File: config.mk
export PLATFORM = sky130hd
export DESIGN_NAME = cam_wr_ctrl_flat
export DESIGN_NICKNAME = d
export VERILOG_FILES = /design/src/rtl/cam_wr_pkg.sv /design/src/rtl/cam_wr_ctrl_if.sv /design/src/rtl/cam_wr_ctrl_sync_edge.sv /design/src/rtl/cam_wr_ctrl.sv /design/src/flat_wrapper.sv
export SDC_FILE = /design/constraint.sdc
export NUM_CORES = 1
export LEC_CHECK = 0
export ABC_CLOCK_PERIOD_IN_PS = 2400
export CAP_MARGIN = 15
export CORE_MARGIN = 5
export CORE_UTILIZATION = 49
export CTS_CLUSTER_SIZE = 20
export DETAILED_ROUTE_END_ITERATION = 16
export PLACE_DENSITY_LB_ADDON = 0.05
export SLEW_MARGIN = 20
export SYNTH_ARGS = -nofsm -noshare
export SYNTH_HDL_FRONTEND = slang
export SYNTH_SLANG_ARGS = --single-unit
File: constraint.sdc
create_clock -name clk -period 2.4 [get_ports clk]
set_input_delay 0.48 -clock clk [delete_from_list [all_inputs] [get_ports clk]]
set_output_delay 0.48 -clock clk [all_outputs]
set_load 0.02 [all_outputs]
File: src/rtl/cam_wr_pkg.sv
// Shared types and reset constants for the camera-side SDRAM write scheduler.
package cam_wr_pkg;

  localparam int unsigned BANK_W = 2;

  typedef enum logic [1:0] {
    ST_IDLE      = 2'd0,
    ST_WAIT_DATA = 2'd1,
    ST_REQ       = 2'd2,
    ST_BURST     = 2'd3
  } cam_wr_state_t;

  // Registered single-bit controls that leave the block.
  typedef struct packed {
    logic wr_req;
    logic fifo_clr;
    logic frame_err;
    logic cam_rise;
  } cam_wr_flags_t;

  localparam cam_wr_state_t RST_STATE = ST_IDLE;
  localparam cam_wr_flags_t RST_FLAGS = '0;
  localparam logic [7:0]    RST_ERRCNT = 8'd0;

endpackage

File: src/rtl/cam_wr_ctrl_if.sv
// SDRAM write-request and camera FIFO handshake bundle between the scheduler and its neighbours.
interface cam_wr_ctrl_if #(
  parameter int unsigned ADDR_W     = 22,
  parameter int unsigned FIFO_CNT_W = 10
);
  logic                  wr_req;
  logic                  wr_ack;
  logic [ADDR_W-1:0]     wr_addr;
  logic                  wdata_req;
  logic                  fifo_rd;
  logic                  fifo_clr;
  logic [FIFO_CNT_W-1:0] fifo_usedw;

  modport master (
    output wr_req, wr_addr, fifo_rd, fifo_clr,
    input  wr_ack, wdata_req, fifo_usedw
  );

  modport slave (
    input  wr_req, wr_addr, fifo_rd, fifo_clr,
    output wr_ack, wdata_req, fifo_usedw
  );
endinterface

File: src/rtl/cam_wr_ctrl_sync_edge.sv
// Two-flop synchronizer with a one-cycle pulse on the synchronized rising edge.
module sync_edge (
  input  logic clk,
  input  logic rst_133,
  input  logic d,
  output logic rise_c
);
  logic meta_q, sync_q, prev_q;

  always_ff @(posedge clk or negedge rst_133) begin
    if (!rst_133) begin
      meta_q <= 1'b0;
      sync_q <= 1'b0;
      prev_q <= 1'b0;
    end else begin
      meta_q <= d;
      sync_q <= meta_q;
      prev_q <= sync_q;
    end
  end

  assign rise_c = sync_q & ~prev_q;
endmodule

File: src/rtl/cam_wr_ctrl.sv
// Camera FIFO to SDRAM burst write scheduler; raises cam_rise when a full frame has landed.
// Optional aborted-frame counter port err_cnt is built when CAM_WR_ERRCNT_EN is defined.
module cam_wr_ctrl
  import cam_wr_pkg::*;
#(
  parameter int unsigned ADDR_W      = 22,
  parameter int unsigned BURST_LEN   = 256,
  parameter int unsigned FRAME_WORDS = 307200,
  parameter int unsigned FIFO_CNT_W  = 10
) (
  input  logic              clk,
  input  logic              rst_133,
  input  logic              cam_vsync,
  input  logic [BANK_W-1:0] cam_bank,
  cam_wr_ctrl_if.master     bus,
  output logic              cam_rise,
`ifdef CAM_WR_ERRCNT_EN
  output logic [7:0]        err_cnt,
`endif
  output logic              frame_err
);

  localparam int unsigned WA_W = ADDR_W - BANK_W;
  localparam int unsigned BC_W = (BURST_LEN > 1) ? $clog2(BURST_LEN) : 1;

  cam_wr_state_t     state_q, state_d;
  cam_wr_flags_t     flags_q, flags_d;
  logic [BANK_W-1:0] bank_q, bank_d;
  logic [WA_W-1:0]   word_q, word_d;
  logic [BC_W-1:0]   bcnt_q, bcnt_d;
  logic              pend_q, pend_d;
  logic [ADDR_W-1:0] addr_q;

  logic            vs_rise;
  logic            last_word;
  logic [WA_W-1:0] word_inc;
  logic            frame_done;
  logic            abort;
  logic            start;

  sync_edge u_vs_sync (
    .clk     (clk),
    .rst_133 (rst_133),
    .d       (cam_vsync),
    .rise_c  (vs_rise)
  );

  assign last_word  = (state_q == ST_BURST) && bus.wdata_req &&
                      (bcnt_q == BC_W'(BURST_LEN - 1));
  assign word_inc   = word_q + WA_W'(BURST_LEN);
  assign frame_done = (word_inc == WA_W'(FRAME_WORDS));
  // A frame start outside IDLE aborts; inside a burst it waits for the last word.
  assign abort      = (vs_rise && ((state_q == ST_WAIT_DATA) || (state_q == ST_REQ))) ||
                      (last_word && (pend_q || vs_rise));
  assign start      = (vs_rise && (state_q == ST_IDLE)) || abort;

  // State register
  always_ff @(posedge clk or negedge rst_133) begin
    if (!rst_133) state_q <= RST_STATE;
    else          state_q <= state_d;
  end

  // Next-state logic
  always_comb begin
    state_d = state_q;
    unique case (state_q)
      ST_IDLE:      if (vs_rise) state_d = ST_WAIT_DATA;
      ST_WAIT_DATA: begin
        if (vs_rise)                                   state_d = ST_WAIT_DATA;
        else if (32'(bus.fifo_usedw) >= BURST_LEN)     state_d = ST_REQ;
      end
      ST_REQ: begin
        if (vs_rise)                                   state_d = ST_WAIT_DATA;
        else if (flags_q.wr_req && bus.wr_ack)         state_d = ST_BURST;
      end
      ST_BURST: begin
        if (last_word) begin
          if (pend_q || vs_rise)                       state_d = ST_WAIT_DATA;
          else if (frame_done)                         state_d = ST_IDLE;
          else                                         state_d = ST_WAIT_DATA;
        end
      end
      default:                                         state_d = ST_IDLE;
    endcase
  end

  // Output and datapath next values
  always_comb begin
    flags_d           = flags_q;
    flags_d.fifo_clr  = 1'b0;
    flags_d.frame_err = 1'b0;
    flags_d.wr_req    = (state_q == ST_REQ) && !vs_rise && !(flags_q.wr_req && bus.wr_ack);
    bank_d            = bank_q;
    word_d            = word_q;
    bcnt_d            = bcnt_q;
    pend_d            = pend_q;

    if (state_q == ST_BURST) begin
      pend_d = pend_q | vs_rise;
      if (bus.wdata_req) bcnt_d = bcnt_q + BC_W'(1);
      if (last_word) begin
        bcnt_d = '0;
        word_d = word_inc;
        if (frame_done && !(pend_q || vs_rise)) flags_d.cam_rise = 1'b1;
      end
    end

    if (start) begin
      bank_d            = cam_bank;
      word_d            = '0;
      bcnt_d            = '0;
      pend_d            = 1'b0;
      flags_d.fifo_clr  = 1'b1;
      flags_d.cam_rise  = 1'b0;
      flags_d.frame_err = abort;
    end
  end

  // Datapath and output registers
  always_ff @(posedge clk or negedge rst_133) begin
    if (!rst_133) begin
      flags_q <= RST_FLAGS;
      bank_q  <= '0;
      word_q  <= '0;
      bcnt_q  <= '0;
      pend_q  <= 1'b0;
      addr_q  <= '0;
    end else begin
      flags_q <= flags_d;
      bank_q  <= bank_d;
      word_q  <= word_d;
      bcnt_q  <= bcnt_d;
      pend_q  <= pend_d;
      addr_q  <= {bank_d, word_d};
    end
  end

`ifdef CAM_WR_ERRCNT_EN
  // Saturating count of aborted frames
  always_ff @(posedge clk or negedge rst_133) begin
    if (!rst_133)                      err_cnt <= RST_ERRCNT;
    else if (abort && err_cnt != 8'hFF) err_cnt <= err_cnt + 8'd1;
  end
`endif

  assign bus.wr_req   = flags_q.wr_req;
  assign bus.fifo_clr = flags_q.fifo_clr;
  assign bus.wr_addr  = addr_q;
  assign bus.fifo_rd  = (state_q == ST_BURST) && bus.wdata_req;
  assign cam_rise     = flags_q.cam_rise;
  assign frame_err    = flags_q.frame_err;

endmodule

File: src/flat_wrapper.sv
// flat-port wrapper written by rule: the top's interface ports become plain ports
module cam_wr_ctrl_flat import cam_wr_pkg::*;
#(
  parameter int unsigned ADDR_W      = 22,
  parameter int unsigned BURST_LEN   = 256,
  parameter int unsigned FRAME_WORDS = 307200,
  parameter int unsigned FIFO_CNT_W  = 10
)
  (clk, rst_133, cam_vsync, cam_bank, cam_rise, frame_err, bus_wr_req, bus_wr_addr, bus_fifo_rd, bus_fifo_clr, bus_wr_ack, bus_wdata_req, bus_fifo_usedw);
  cam_wr_ctrl_if #(.ADDR_W(ADDR_W), .FIFO_CNT_W(FIFO_CNT_W)) bus_i ();
  input  logic clk;
  input  logic rst_133;
  input  logic cam_vsync;
  input  logic [BANK_W-1:0] cam_bank;
  output logic cam_rise;
  output logic frame_err;
  output wire logic [$bits(bus_i.wr_req)-1:0] bus_wr_req;
  output wire logic [$bits(bus_i.wr_addr)-1:0] bus_wr_addr;
  output wire logic [$bits(bus_i.fifo_rd)-1:0] bus_fifo_rd;
  output wire logic [$bits(bus_i.fifo_clr)-1:0] bus_fifo_clr;
  input wire logic [$bits(bus_i.wr_ack)-1:0] bus_wr_ack;
  input wire logic [$bits(bus_i.wdata_req)-1:0] bus_wdata_req;
  input wire logic [$bits(bus_i.fifo_usedw)-1:0] bus_fifo_usedw;
  assign bus_wr_req = bus_i.wr_req;
  assign bus_wr_addr = bus_i.wr_addr;
  assign bus_fifo_rd = bus_i.fifo_rd;
  assign bus_fifo_clr = bus_i.fifo_clr;
  assign bus_i.wr_ack = bus_wr_ack;
  assign bus_i.wdata_req = bus_wdata_req;
  assign bus_i.fifo_usedw = bus_fifo_usedw;
  cam_wr_ctrl #(.ADDR_W(ADDR_W), .BURST_LEN(BURST_LEN), .FRAME_WORDS(FRAME_WORDS), .FIFO_CNT_W(FIFO_CNT_W)) u_core (.clk(clk), .rst_133(rst_133), .cam_vsync(cam_vsync), .cam_bank(cam_bank), .bus(bus_i), .cam_rise(cam_rise), .frame_err(frame_err));
endmodule
# Word level (Yosys, flattened, before mapping)

Index checks and enable logic that the tools add are counted.

Flip-flop bits (word level): 62
Latch bits: 0
RAM bits: 0
ROM bits: 0
Input bits: 17
Logic and storage cells: 75
Memories: 0

Add/sub/neg operators: 2
Multiply operators: 0
Div/mod/pow operators: 0
Order comparisons: 1
Equality and inequality tests: 9
Shift-type cells: 0
Multiplexer cells: 23
Bitwise logic cells: 3
Reductions and logical operators: 24

Operators with widths:

| cell                    | number |
|---|---|
| $mux W20                | 3 |
| $mux W8                 | 4 |
| $add A20 B9 Y20 const B | 1 |
| $eq A20 B19 Y1 const B  | 1 |
| $mux W2                 | 8 |
| $ge A10 B9 Y1 const B   | 1 |
| $logic_and A1 B1 Y1     | 9 |
| $add A8 B1 Y8 const B   | 1 |
| $eq A8 B8 Y1 const B    | 1 |
| $pmux W2 S4             | 1 |
| $mux W1                 | 6 |
| $reduce_bool A2 Y1      | 3 |
| $eq A2 B2 Y1 const B    | 2 |
| $logic_or A1 B1 Y1      | 4 |
| $ne A2 B1 Y1 const B    | 2 |
| $reduce_and A4 Y1       | 1 |
| $logic_not A1 Y1        | 3 |
| $mux W3                 | 1 |
| $ne A3 B1 Y1 const B    | 1 |
| $ne A3 B2 Y1 const B    | 1 |
| $reduce_and A3 Y1       | 1 |
| $reduce_bool A3 Y1      | 1 |
| $eq A2 B1 Y1 const B    | 1 |
| $logic_not A2 Y1        | 1 |
| 4 further kinds         | 4 |

# Logic depth before layout (Yosys ltp)

Gate-level depths: netlist (run 1).

Depth after elaboration: 9
Gate-level depth with buffers: 8

# Cells and area by module

A second synthesis (run 1) with hierarchy kept.

Cells, all modules: 183
Area total of the unflattened synthesis: 1788.0 um2

Modules (own cells, without submodules):

| module      | times used | cells each | area each (um2) | seq. area each (um2) |
|---|---|---|---|---|
| cam_wr_ctrl | 1          | 179        | 1699.1          | 725.7 |
| sync_edge   | 1          | 4          | 88.8            | 75.1 |

# Least setup slack after synthesis (run 1)

No wires, ideal clock.

Path kind: register -> register
Start: reg u_core.word_q[8]
End: reg u_core.flags_q, in the netlist u_core.cam_rise
Setup time: 78 ps
Arrival: 1827 ps
Required time: 2322 ps
Path slack: 495 ps
Cell stages (with the launch flop): 7
Path buffers: 0
Clock period less this slack: 1905 ps
Path through: dfrtp_1 -> ha_1 -> nand2_1 -> mux2i_1 -> a31oi_1 -> or4_1 -> a21oi_1

Cells in the longest elaborated chain, start to end: 5

Ends and longest elaborated chain:

| element                      | line               | text |
|---|---|---|
| start: declaration           | cam_wr_ctrl.sv:29  | `logic [WA_W-1:0] word_q, word_d;` |
| start signal: assignment     | cam_wr_ctrl.sv:131 | `word_q <= word_d;` |
| $add A20 B9 Y20              | cam_wr_ctrl.sv:50  | `assign word_inc = word_q + WA_W'(BURST_LEN);` |
| $eq A20 B19 Y1               | cam_wr_ctrl.sv:51  | `assign frame_done = (word_inc == WA_W'(FRAME_WORDS));` |
| $logic_and A1 B1 Y1          | cam_wr_ctrl.sv:104 | `if (frame_done && !(pend_q \|\| vs_rise)) flags_d.cam_rise = 1'b1;` |
| $reduce_bool A2 Y1 (no line) | -                  |  |
| $reduce_and A3 Y1 (no line)  | -                  |  |
| end signal: assignment       | cam_wr_ctrl.sv:129 | `flags_q <= flags_d;` |
| end: declaration             | cam_wr_ctrl.sv:27  | `cam_wr_flags_t flags_q, flags_d;` |

No other way between the ends.
A chain may end at the register's enable or synchronous reset.

# Worst setup path in the final report (run 1)

Same ends and word-level chain as after synthesis.

==> results.md, run 1 <==
- Result of the run: completed
- Worst-case clock buffer depth: 2
- Cells traversed along the worst timing path: ha_1 -> nand3_1 -> o21ai_1 -> o211ai_1 -> or4_1 -> a21oi_1
- Met2 routing resource usage after global routing: 0.279
- Path category of the worst min-delay check: reg -> reg
- Peak Freq: 482 MHz
- Post-synth design cell area: 1770 um^2
- Fraction of post-synthesis cell area in the top cell type by area: 0.451
- Count of final max-slew check failures: 0
- Number of enable-type register cells in the synthesized netlist: 0
- Initial DRC Count: 139
- Clock latency reported for the late side of the worst-skew pair: 0.33 ns
- Wire length of the first global-routing pass: 6.37 mm
- Count of different cell masters after synthesis: 46
- Count of endpoints failing setup in the final report: 0
- Power density normalized to cell area: 672 nW/um^2
- Growth of design area from synthesis to finish: 20.7%
- Reg-to-reg endpoint: u_core.cam_rise$_DFFE_PN0P_
- Mean instance size in the synthesized netlist: 9.64 um^2
- Filler-free cell count of the finished design: 262
- # clock sinks: 32
- Die Footprint: 4920 um^2
- Setup slack on the worst flop-to-flop path: 0.33 ns
- Final worst slack: 0.327 ns
- CP Data Required Time: 2.66 ns
- Post-synthesis cell count: 184
- Endpoint with the worst hold slack: u_core.u_vs_sync.sync_q$_DFF_PN0_
- Cell depth of the worst min-delay path: 0
- Layout cell share with drive strength beyond 1: 0.106
- Ys Warns: 0
- Met3 global-route usage: 0.0531
- Largest fanout on the critical path: 7
- Inserted Clock Buffers: 5
- Type of the worst setup path: reg -> reg
- Share of the clock period used by the worst path after layout: 0.864
- Largest family of logic cells by synthesized area: simple AND/OR/NAND/NOR gates
- CP max stage cell: or4_1
- Residual DRC: 0
- Minimum setup slack after placement: 0.161 ns
- Fraction of synthesis flops using an asynchronous set or reset pin: 1.00
- CP startpoint kind: register
- Maximum cell stage delay along the critical path: 0.54 ns
- Initial Utilization: 0.519
- Critical path data arrival time: 2.33 ns
- Total global-route track usage: 0.162
- Register area share after synthesis: 0.451
- GR Layer Usage met1: 0.184
- Final #Nets: 241
- Count of TritonRoute iterations in the first routing pass: 4
- Cells on worst reg2reg path: 6
- Total of flip-flops plus latches after synthesis: 32
- Placed Cells incl. Taps: 255
- Core area: 3420 um^2
- Number of global-route vias before repair: 1403
- Tmin final: 2.07 ns
- Post-detailed-route via-to-cell ratio: 5.49
- Root buffer cell: clkbuf_4
- Number of antenna violations at the first check in global routing: 0
- WP buf/inv: 0
- HPWL reported at the end of detailed placement: 2.67 mm
- Top post-synthesis cells by count: dfrtp_1, nor2_1, nand2_1
- Per-cell routed wire length: 13.9 um
- Synth area leader: dfrtp_1
- Max-cap violations: 0
- Diode insertion count for antenna repair: 0
- Area of all placed cells without fillers: 2140 um^2
- Final Hold Vio Count: 0
- Die Height: 70.2 um
- Unrepaired setup endpoints after global routing: false
- Number of hold buffers added after cts: 0
- Buffers added on ports: 27
- Family of cells with the greatest summed delay on the critical path: simple AND/OR/NAND/NOR gates
- GR Overflow Total: 0
- Weighted congestion at the end of routability-driven global placement: 0.852
- Count of fill cells added during filler insertion: 292
- Area fraction in and, or, nand and nor cells after synthesis: 0.228
- Arithmetic-cell share of the synthesized area counting full adders, half adders and majority gates: 0.0564
- Origin of the critical flop-to-flop path: u_core.word_q[8]$_DFFE_PN0P_
- X dimension of the die: 70.2 um
- Mux contribution to synthesized area: 0.0303
- Highest-utilization routing layer at the global route stage: met2
- Placement Cell Area: 2070 um^2
- Number of H-tree branching levels: 2
- Number of placement rows: 21
- Total wire length: 3.64 mm
- Most common cell in the netlist: dfrtp_1
- Xor-xnor portion of the synthesized cell area: 0.0740
- Crit end category: register
- Maximum number of pins on one net before global-route repair: 33
- Dominant cells by area after synthesis: dfrtp_1, ha_1, nor2_1, xor2_1, buf_4
- I/O pins: 44
- Clock-pin slew on the worst setup and hold paths: 0.10 ns
- Startpoint of the lowest-slack hold path: u_core.u_vs_sync.meta_q$_DFF_PN0_
- Leakage power: 0.975 nW
- Most used DFF post-synth: dfrtp_1
- Final worst hold slack: 0.367 ns
- Clock Skews: 0.00610 ns
- CTS tree: done
- Count of nets left with antenna violations after detail routing: 0
- Max rail drop VDD: 0.573 mV
- Final-layout setup total negative slack: 0 ns
- Vias: 1439
- Complex-gate fraction of the synthesized area: 0.0980
## metal layers
metal / vias up / wire [um]
met5: - / 0
met4: 0 / 59
met3: 7 / 194
met2: 43 / 1860
met1: 700 / 1530
li1: 689 / -
## layout by cell type, fill, tap and decap left out, types with 2 or more instances in the layout
cell / netlist / routed
a21oi_1: 9 / 9
a31oi_1: 2 / 2
and3_1: 3 / 3
buf_4: 9 / 5
clkbuf_4: 0 / 5
clkbuf_8: 0 / 2
clkdlybuf4s50_1: 0 / 26
conb_1: 1 / 8
dfrtp_1: 32 / 32
ha_1: 8 / 8
inv_1: 3 / 3
mux2_2: 3 / 3
mux2i_1: 2 / 2
nand2_1: 16 / 16
nand3_1: 6 / 6
nand4_1: 4 / 4
nor2_1: 24 / 24
nor2b_1: 2 / 2
nor3_1: 11 / 11
o21a_1: 3 / 3
o21ai_0: 2 / 2
xnor2_1: 7 / 7
xor2_1: 8 / 8
## power breakdown
part	switching, mW	internal [mW]
Sequential	0.0468	0.608
Combinational	0.246	0.196
Clock	0.179	0.166
## through the flow
step | total power [mW] | util
2_1_floorplan | 0.949 | -
3_3_place_gp | 1.08 | 0.607
3_5_place_dp | 1.11 | 0.607
4_1_cts | 1.46 | 0.626
5_1_grt | 1.55 | 0.627
6_report | 1.44 | 0.627
## cells by family (layout without fill, tap and decap cells)
group | count (synthesis) | after routing
DFF | 32 | 32
xor gates and xnor gates | 15 | 15
other | 1 | 8
and+or+nand+nor | 79 | 79
buffers and inverters | 18 | 43
AOI/OAI and AO/OA | 26 | 26
adders and majority gates | 8 | 8
muxes | 5 | 5
## registers in the layout, summed over array words and instances (netlist names), 2 cells and up
register and cells:
u_core.word_q 11, u_core.bus.wr_addr 2, u_core.state_q 2, u_core.bcnt_q 8
## what timing repair did
item                       CTS  global route
resized for setup            0             1
setup buffers                0             0
hold endpoints to repair     0             0
setup endpoints to repair    0             1
## final cells by class
| class | instances | area (um^2) | area share |
|---|---|---|---|
| inverters | 4 | 15.0 | 0.00701 |
| multi-input cells | 141 | 893 | 0.417 |
| well taps | 46 | 57.6 | 0.0269 |
| repair buffers | 32 | 310 | 0.145 |
| flip-flops and latches | 32 | 801 | 0.374 |
| clock buffers | 7 | 65.1 | 0.0304 |
## worst max path at each step
| stage | cells past startpoint | end | from | slack, ns |
|---|---|---|---|---|
| 2_1_floorplan | 6 | u_core.cam_rise$_DFFE_PN0P_ | u_core.word_q[8]$_DFFE_PN0P_ | 0.50 |
| 3_5_place_dp | 4 | bus_fifo_rd | bus_wdata_req | 0.16 |
| 4_1_cts | 4 | bus_fifo_rd | u_core.state_q[0]$_DFFE_PN0P_ | 0.06 |
| 6_report | 6 | u_core.cam_rise$_DFFE_PN0P_ | u_core.word_q[8]$_DFFE_PN0P_ | 0.33 |
| 5_1_grt | 6 | u_core.cam_rise$_DFFE_PN0P_ | u_core.word_q[8]$_DFFE_PN0P_ | 0.15 |
| 3_3_place_gp | 4 | bus_fifo_rd | bus_wdata_req | 0.16 |
No activity file was read; power rests on OpenSTA's default activity.
==> run 2, diff against run 1 <==
--- a/config.mk
+++ b/config.mk
@@ -5,10 +5,11 @@
 export SDC_FILE = /design/constraint.sdc
 export NUM_CORES = 1
 export LEC_CHECK = 0
+export ABC_AREA = 1
 export ABC_CLOCK_PERIOD_IN_PS = 2400
 export CAP_MARGIN = 15
 export CORE_MARGIN = 5
-export CORE_UTILIZATION = 49
+export CORE_UTILIZATION = 50
 export CTS_CLUSTER_SIZE = 20
 export DETAILED_ROUTE_END_ITERATION = 16
 export PLACE_DENSITY_LB_ADDON = 0.05
==> run 2 against run 1 <==
Clock power is 50% higher; routed wire length up 7.3%; clock-buffer cell count fell by 2; cell area rose by 11%; critical path depth fell by 2; core utilization is 0.66 points higher; synthesized cell count is 28% higher; final cell count up 22%; non-clock buffer count unchanged; highest routed layer unchanged.
==> results.md, run 2 <==
- Per-cell routed wire length: 12.2 um (-12%)
- Max-cap violations: 0 (unchanged)
- Wire length of the first global-routing pass: 6.73 mm (+5.6%)
- Ys Warns: 0 (unchanged)
- Total global-route track usage: 0.165 (+0.00277)
- Clock-pin slew on the worst setup and hold paths: 0.07 ns (-0.03 ns)
- Number of placement rows: 22 (+4.8%)
- Most common cell in the netlist: nand2_1
- Largest fanout on the critical path: 4 (-3)
- Growth of design area from synthesis to finish: 20.5%
- Worst setup path end: bus_fifo_rd
- Count of endpoints failing setup in the final report: 0 (unchanged)
- Post-detailed-route via-to-cell ratio: 4.94 (-10%)
- Clock Skews: 0.00570 ns (-0.000395 ns)
- Die Footprint: 5290 um^2 (+7.5%)
- Count of TritonRoute iterations in the first routing pass: 4 (unchanged)
- Dominant cells by area after synthesis: dfrtp_1, nand2_1, ha_1, inv_1, nor2_1
- Maximum cell stage delay along the critical path: 0.61 ns (+0.07 ns)
- Post-synthesis cell count: 236 (+28%)
- Mean instance size in the synthesized netlist: 8.34 um^2 (-13%)
- Most common cell after layout, fill and taps aside: nand2_1
- Final Util: 0.634 (+0.00658)
- Reg-to-reg endpoint: u_core.bcnt_q[0]$_DFFE_PN0P_
- Power density normalized to cell area: 694 nW/um^2 (+3.2%)
- Vias: 1581 (+9.9%)
- Setup slack on the worst flop-to-flop path: 0.49 ns (+0.16 ns)
- Root buffer cell: clkbuf_8
- Most used DFF post-synth: dfrtp_1
- Path category of the worst min-delay check: reg -> reg
- Worst-case clock buffer depth: 2 (unchanged)
- Final-layout setup total negative slack: 0 ns (unchanged)
- Cells on worst reg2reg path: 11 (+5)
- Max rail drop VDD: 0.495 mV (-14%)
- Crit end category: primary output
- Count of nets left with antenna violations after detail routing: 0 (unchanged)
- Peak Freq: 456 MHz (-5.6%)
- Unrepaired setup endpoints after global routing: false
- Result of the run: completed
- Post-synth design cell area: 1970 um^2 (+11%)
- Clock latency reported for the late side of the worst-skew pair: 0.29 ns (-0.04 ns)
- Maximum number of pins on one net before global-route repair: 33 (unchanged)
- Number of antenna violations at the first check in global routing: 0 (unchanged)
- Number of H-tree branching levels: 2 (unchanged)
- I/O pins: 44 (unchanged)
- HPWL reported at the end of detailed placement: 2.88 mm (+8.0%)
- Core area: 3740 um^2 (+9.6%)
- Buffers added on ports: 27 (unchanged)
- Tmin final: 2.20 ns (+0.122 ns)
- # clock sinks: 32 (unchanged)
- Cells traversed along the worst timing path: ha_1 -> nand2_2 -> inv_1 -> clkdlybuf4s50_1
- Number of flip-flops under the largest register name: 11 (unchanged)
- Share of the clock period used by the worst path after layout: 0.915 (+0.0508)
- Final #Nets: 296 (+23%)
- X dimension of the die: 72.8 um (+3.7%)
- Fraction of synthesis flops using an asynchronous set or reset pin: 1.00 (unchanged)
- Weighted congestion at the end of routability-driven global placement: 0.814 (-4.6%)
- Commonest non-fill, non-tap cells in the layout: nand2_1, dfrtp_1, clkdlybuf4s50_1
- Register area share after synthesis: 0.407 (-0.0447)
- Synth area leader: dfrtp_1
- Number of post-CTS setup repair buffers: 0 (unchanged)
- PostCTS Resize Cnt: 0 (unchanged)
- Critical path data arrival time: 1.72 ns (-0.61 ns)
- Fraction of post-synthesis cell area in the top cell type by area: 0.407 (-0.0447)
- CP max stage cell: clkdlybuf4s50_1
- Residual DRC: 0 (unchanged)
- Inserted Clock Buffers: 5 (unchanged)
- Diode insertion count for antenna repair: 0 (unchanged)
- CTS tree: done
- Total wire length: 3.91 mm (+7.3%)
- Die Height: 72.8 um (+3.7%)
- Number of global-route vias before repair: 1489 (+6.1%)
- CP Data Required Time: 1.92 ns (-0.74 ns)
- Leading registers by flop count: u_core.word_q x11, u_core.bcnt_q x8
- Layout cell share with drive strength beyond 1: 0.118 (+0.0112)
- GR Overflow Total: 0 (unchanged)
- Number of hold buffers added after cts: 0 (unchanged)
- Initial Utilization: 0.526 (+0.00666)
- Origin of the critical flop-to-flop path: u_core.state_q[0]$_DFFE_PN0P_
- Final Hold Vio Count: 0 (unchanged)
- Type of the worst setup path: reg -> out
- Initial DRC Count: 140 (+0.72%)
- Total of flip-flops plus latches after synthesis: 32 (unchanged)
- Largest reg by FF count: u_core.word_q
- CP startpoint kind: register
- Number of enable-type register cells in the synthesized netlist: 0 (unchanged)
- Top post-synthesis cells by count: nand2_1, dfrtp_1, inv_1
- Leakage power: 1.12 nW (+15%)
- Count of final max-slew check failures: 0 (unchanged)
- Count of different cell masters after synthesis: 34 (-26%)
- Launch point of the worst path: u_core.state_q[0]$_DFFE_PN0P_
[run 2: changes by cell type after synthesis, moves of 5 or more]
cell	before	now
inv_1	3	24
nand2_1	16	61
nand3_1	6	11
nor3_1	11	2
o31ai_1	0	5
xnor2_1	7	1
[run 2: report_power, final]
group | total [mW] | switching, mW | internal (mW)
Sequential | 0.649 | 0.0443 | 0.605
Clock | 0.516 | 0.209 | 0.307
Combinational | 0.480 | 0.288 | 0.192
Total | 1.65 | 0.542 | 1.10
[run 2: how the worst min path moves through the flow]
| stage | startpoint | end | slack (ns) | cells after the start |
|---|---|---|---|---|
| 6_report | u_core.u_vs_sync.meta_q$_DFF_PN0_ | u_core.u_vs_sync.sync_q$_DFF_PN0_ | 0.35 | 0 |
| 5_1_grt | u_core.u_vs_sync.meta_q$_DFF_PN0_ | u_core.u_vs_sync.sync_q$_DFF_PN0_ | 0.38 | 0 |
| 4_1_cts | u_core.u_vs_sync.meta_q$_DFF_PN0_ | u_core.u_vs_sync.sync_q$_DFF_PN0_ | 0.36 | 0 |
| 3_5_place_dp | u_core.u_vs_sync.meta_q$_DFF_PN0_ | u_core.u_vs_sync.sync_q$_DFF_PN0_ | 0.34 | 0 |
| 3_3_place_gp | u_core.u_vs_sync.meta_q$_DFF_PN0_ | u_core.u_vs_sync.sync_q$_DFF_PN0_ | 0.34 | 0 |
| 2_1_floorplan | rst_133 | u_core.bank_q[0]$_DFFE_PN0N_ | 0.18 | 0 |
[run 2: metal layers]
metal | global-route usage | part of all wire
met4 | 0.0738 | 0.020
met3 | 0.0427 | 0.059
met5 | 0 | 0
met2 | 0.264 | 0.46
met1 | 0.208 | 0.46
[run 2: area by class of cell]
cell class	instances	area [um^2]
clock buffer	5	68.8
clock inverter	3	42.5
fill	327	1370
inverter	25	93.8
multi-input combinational	175	998
sequential	32	801
tap	48	60.1
timing repair buffer	32	308
[run 2: metrics by stage]
step	setup slack, ns	instances	area (um^2)	power (mW)	hold WS (ns)
4_1_cts	0.175	320	2370	1.67	0.355
3_3_place_gp	0.224	312	2260	1.14	0.340
2_1_floorplan	0.701	243	2000	1.01	0.184
3_5_place_dp	0.219	312	2260	1.14	0.339
5_1_grt	0.131	320	2370	1.77	0.380
6_report	0.205	320	2370	1.65	0.351
[run 2: logic make-up after synthesis]
family          synth area share
flops                      0.407
xor+xnor                  0.0311
buf+inv                   0.0997
fa+ha+maj                 0.0508
compound gates            0.0870
other cells              0.00190
simple gates               0.323
[run 2: worst max-delay path, delay by kind of cell (launching register included)]
| kind | cells | cell delay (ns) |
|---|---|---|
| buffers and inverters | 2 | 0.70 |
| adders and majority gates | 1 | 0.26 |
| DFF | 1 | 0.39 |
| and+or+nand+nor | 1 | 0.08 |
==> variant 1, RTL diff (settings of run 2) <==
`ADDR_W` is set to 22 in 3 places; all go to 44.
--- a/src/rtl/cam_wr_ctrl_if.sv
+++ b/src/rtl/cam_wr_ctrl_if.sv
@@ -1,5 +1,5 @@
 // SDRAM write-request and camera FIFO handshake bundle between the scheduler and its neighbours.
 interface cam_wr_ctrl_if #(
-  parameter int unsigned ADDR_W     = 22,
+  parameter int unsigned ADDR_W     = 44,
   parameter int unsigned FIFO_CNT_W = 10
 );
--- a/src/rtl/cam_wr_ctrl.sv
+++ b/src/rtl/cam_wr_ctrl.sv
@@ -4,5 +4,5 @@
   import cam_wr_pkg::*;
 #(
-  parameter int unsigned ADDR_W      = 22,
+  parameter int unsigned ADDR_W      = 44,
   parameter int unsigned BURST_LEN   = 256,
   parameter int unsigned FRAME_WORDS = 307200,
--- a/src/flat_wrapper.sv
+++ b/src/flat_wrapper.sv
@@ -2,5 +2,5 @@
 module cam_wr_ctrl_flat import cam_wr_pkg::*;
 #(
-  parameter int unsigned ADDR_W      = 22,
+  parameter int unsigned ADDR_W      = 44,
   parameter int unsigned BURST_LEN   = 256,
   parameter int unsigned FRAME_WORDS = 307200,
Interface: changed (resized bus_wr_addr); port bits go from 44 to 66. No check against the original RTL was run, so the function may have changed too.
==> variant 1 against run 2 <==
- sequential cell count rose by 22
- count of clock-buffer cells in the layout did not move
- design area rose by 73%
- critical path depth rose by 9
- sequential share of layout area fell by 0.79 points
- setup slack got worse by 4.7 ps
- non-clock buffer count rose by 24
- synthesized cell count rose by 110%
- synthesized area rose by 73%
- wire length rose by 120%
- total power rose by 31%
- clock skew rose by 4.8 ps
- via count rose by 110%
- critical path type is now register to register
- critical endpoint is now u_core.state_q[0]$_DFFE_PN0P_
- highest routed layer unchanged
==> variant 1: results (changes against run 2) <==
DP Worst Slack=46.71 ps (-172.0 ps); post-detail-place hpwl=6603 um (+130%); top cells by count, synth=170 x nand2_1, 60 x inv_1, 54 x dfrtp_1, 54 x nor2_1, 27 x o21ai_0; number of DRC markers in iteration 0=166 (+19%); largest net degree at the start of global routing=32 (-3.0%); Clock Latency Late Sink=310 ps (+20 ps); nets=573 (+94%); global-route wire length before repair=14750 um (+120%); Reg clk slew, reported paths=100 ps (+30 ps); HP Class=input pin to asynchronous set/reset pin; synth top area cells=dfrtp_1 40%, nand2_1 19%, inv_1 6.6%; via count=3242 (+110%); R2R cell count=13 (+2); maximum fanout along the worst path=5 (+1); status=complete, no violations; Setup Skew=10.52 ps (+4.823 ps); Mapped Avg Cell Area=6.938 sq um (-17%); die area=8578 sq um (+62%); Largest regs=u_core.word_q x33, u_core.bcnt_q x8; DP Area=4015 sq um (+78%); final std cells w/o fill=628 (+96%); number of placed cells counting well taps=621 (+99%); max incr delay on CP=430 ps (-180 ps); CP max-delay cell=dfrtp_1; sequential area share after synthesis=0.3959 (-0.01071)
[variant 1: area by class of cell]
class                      instances  area (sq um)
clock inverter                     2         10.01
clock buffer                       5         68.82
timing repair buffer              56         565.5
fill                             642          2620
tap                               80         100.1
inverter                          65         246.5
sequential                        54          1351
multi-input combinational        366          1757
[variant 1: per-layer routing]
metal | track usage | up-vias | wire length [um]
met1 | 0.2806 | 1503 | 3851
li1 | - | 1644 | -
met2 | 0.3637 | 84 | 4140
met3 | 0.04468 | 11 | 501
met5 | 0 | - | 0
met4 | 0.06227 | 0 | 140
[variant 1: final timing paths]
kind | start | endpoint | slack, ps
max in group asynchronous | rst_133 | u_core.bcnt_q[7]$_DFFE_PN0P_ | 1660
min in group clk | u_core.u_vs_sync.meta_q$_DFF_PN0_ | u_core.u_vs_sync.sync_q$_DFF_PN0_ | 360
worst max register to register | u_core.word_q[8]$_DFFE_PN0P_ | u_core.state_q[0]$_DFFE_PN0P_ | 200
worst max-delay path | u_core.word_q[8]$_DFFE_PN0P_ | u_core.state_q[0]$_DFFE_PN0P_ | 200
worst min register to register | u_core.u_vs_sync.meta_q$_DFF_PN0_ | u_core.u_vs_sync.sync_q$_DFF_PN0_ | 360
worst min-delay path | rst_133 | u_core.word_q[20]$_DFFE_PN0P_ | 160
[variant 1: critical path, delay by kind of cell, from the launching register on]
kind / cells / cell delay, ps
compound gates: 1 / 70
buf+inv: 2 / 170
xor+xnor: 1 / 150
fa+ha+maj: 1 / 220
simple gates: 8 / 1040
flops: 1 / 430
[variant 1: kinds of logic (layout without fill, tap and decap cells)]
| logic type | after synthesis | in the layout | share of synthesized area |
|---|---|---|---|
| compound gates | 60 | 60 | 0.1004 |
| xor+xnor | 10 | 10 | 0.02566 |
| fa+ha+maj | 8 | 8 | 0.02933 |
| buf+inv | 79 | 128 | 0.09714 |
| flops | 54 | 54 | 0.3959 |
| other cells | 1 | 8 | 0.001099 |
| simple gates | 280 | 280 | 0.3504 |
[variant 1: power by group]
group,switching [mW],internal (mW),leakage (nW),total (mW)
combinational,0.378,0.226,1.03,0.605
sequential,0.0592,0.992,0.736,1.05
clock,0.308,0.197,0.0438,0.505
[variant 1: repair_timing]
action                                 in CTS  in global routing
setup endpoints to repair                   0                  6
endpoints found under the hold margin       0                  0
hold buffers                                0                  0
buffers inserted                            0                  0
gates resized for setup                     0                  4
==> variant 2, RTL diff (flow settings as in run 2) <==
Made on the original files. The 4 states of `cam_wr_state_t` get a one-hot encoding in 4 bits.
--- a/src/rtl/cam_wr_pkg.sv
+++ b/src/rtl/cam_wr_pkg.sv
@@ -4,9 +4,9 @@
   localparam int unsigned BANK_W = 2;
 
-  typedef enum logic [1:0] {
-    ST_IDLE      = 2'd0,
-    ST_WAIT_DATA = 2'd1,
-    ST_REQ       = 2'd2,
-    ST_BURST     = 2'd3
+  typedef enum logic [3:0] {
+    ST_IDLE      = 4'b0001,
+    ST_WAIT_DATA = 4'b0010,
+    ST_REQ       = 4'b0100,
+    ST_BURST     = 4'b1000
   } cam_wr_state_t;
 
Behaviour: same outputs for any inputs over 10 cycles, from zero or initial values and one cycle with rst_133 low; not proved beyond that.
==> variant 2 against run 2 <==
- count of clock-buffer cells in the layout is the same
- setup slack gained 180 ps
- total power grew 4.1%
- combinational power grew 2%
- synthesized area grew 3.0%
- design area grew 2.7%
- sequential cell count grew 2
- via count grew 6.8%
- wire length grew 1.6%
- critical endpoint unchanged
- largest power group unchanged
==> variant 2: results (changes against run 2) <==
status=complete, no violations; Setup Skew=5.765 ps (+0.06451 ps); number of placed cells counting well taps=335 (+7.4%); Clock Latency Late Sink=approximately 280 ps; largest net degree at the start of global routing=35 (+6.1%); Largest regs=u_core.word_q x11, u_core.bcnt_q x8, u_core.state_q x4; Reg clk slew, reported paths=70 ps (about the same); synth top area cells=dfrtp_1 41%, nand2_1 14%, nand3_1 4.9%; met2 usage=0.2628 (-0.0007318); RR Endpoint=u_core.word_q[12]$_DFFE_PN0P_; R2R cell count=8 (-3); GP Congestion=0.7857 (-3.4%); fillcell total=369 (+13%); DP Worst Slack=176.0 ps (-42.73 ps); nets=312 (+5.4%); post-detail-place hpwl=2930 um (+1.6%); P_leak=1.136 nW (+1.1%); HP Class=register to register; IR drop worst, VDD=0.5821 mV (+18%); Mapped Avg Cell Area=7.806 sq um (-6.5%); PortBufs=27 (unchanged); WL final=3968 um (+1.6%); clk root buf=clkbuf_8; maximum fanout along the worst path=5 (+1); top cells by count, synth=77 x nand2_1, 33 x dfrtp_1, 23 x nor2_1, 20 x inv_1, 20 x nand3_1; prevailing post-synth register cell=dfrtp_1; via count=1689 (+6.8%); Overall Global Routing Usage=0.1650 (+0.0004000); hold path endpoint=u_core.u_vs_sync.sync_q$_DFF_PN0_; critical path arrival=1540 ps (-180 ps); grt met3 use=0.03694 (-0.005764); CP max-delay cell=dfrtp_1; Setup WS post-layout=383.8 ps (+178.8 ps); Critical path origin=u_core.state_q[1]$_DFFE_PN0P_; max incr delay on CP=400 ps (-210 ps); Reg-to-Reg Start=u_core.bcnt_q[0]$_DFFE_PN0P_; number of DRC markers in iteration 0=56 (-60%); layout cells sized above 1=0.1667 (+0.04902); sequential area share after synthesis=0.4199 (+0.01324); CTS max path bufs=2 (unchanged); global-route wire length before repair=7010 um (+4.2%); WL/cell=11.53 um (-5.5%); DP Area=2318 sq um (+2.5%); routing usage on met1=0.2136 (+0.005647); Yosys cell types=31 (-8.8%); internal power=1.145 mW (+3.7%)
==> variant 2: stage by stage <==
step	hold WS, ps	utilization
finish	357.6	0.6137
global placement	334.2	0.5838
global route	367.7	0.6137
floorplan	184.4	-
detailed placement	344.2	0.5838
CTS	360.4	0.6112
==> variant 2: critical path, delay by kind of cell (launching register included) <==
family,cells,cell delay (ps)
buffers and inverters,3,390
AND/OR/NAND/NOR,3,470
flip-flops,1,400
==> variant 2: layer usage <==
layer,part of all wire,vias to the layer above
li1,-,877
met1,0.47,762
met2,0.46,42
met3,0.049,8
met4,0.016,0
met5,0,-
==> variant 2: area by class of cell <==
| cell class | count | area, sq um | share of cell area |
|---|---|---|---|
| multi-input cells | 194 | 1003 | 0.4117 |
| flip-flops and latches | 34 | 852.1 | 0.3496 |
| repair buffers | 32 | 310.3 | 0.1273 |
| inverters | 26 | 100.1 | 0.04107 |
| clock buffers | 5 | 68.82 | 0.02823 |
| well taps | 50 | 62.56 | 0.02567 |
| clock inverters | 3 | 40.04 | 0.01643 |
==> variant 2: power groups by stage <==
stage	clock network (mW)	registers, mW	logic, mW
detailed placement	0	0.721	0.489
floorplan	0	0.741	0.340
CTS	0.529	0.710	0.491
global route	0.555	0.721	0.551
finish	0.514	0.709	0.490
global placement	0	0.720	0.482
==> variant 2: what timing repair did <==
action                                  in CTS  in global routing
hold buffers                                 0                  0
gates resized for setup                      0                  1
setup buffers                                0                  1
endpoints found under the setup margin       0                  1
==> variant 2: cell families (layout without fill, tap and decap cells) <==
family / after synthesis / count (layout) / share of synthesized area
xor+xnor: 5 / 5 / 0.02158
flops: 34 / 34 / 0.4199
other cells: 1 / 8 / 0.001848
buf+inv: 39 / 66 / 0.09864
compound gates: 20 / 20 / 0.06596
fa+ha+maj: 2 / 2 / 0.01233
simple gates: 159 / 159 / 0.3798
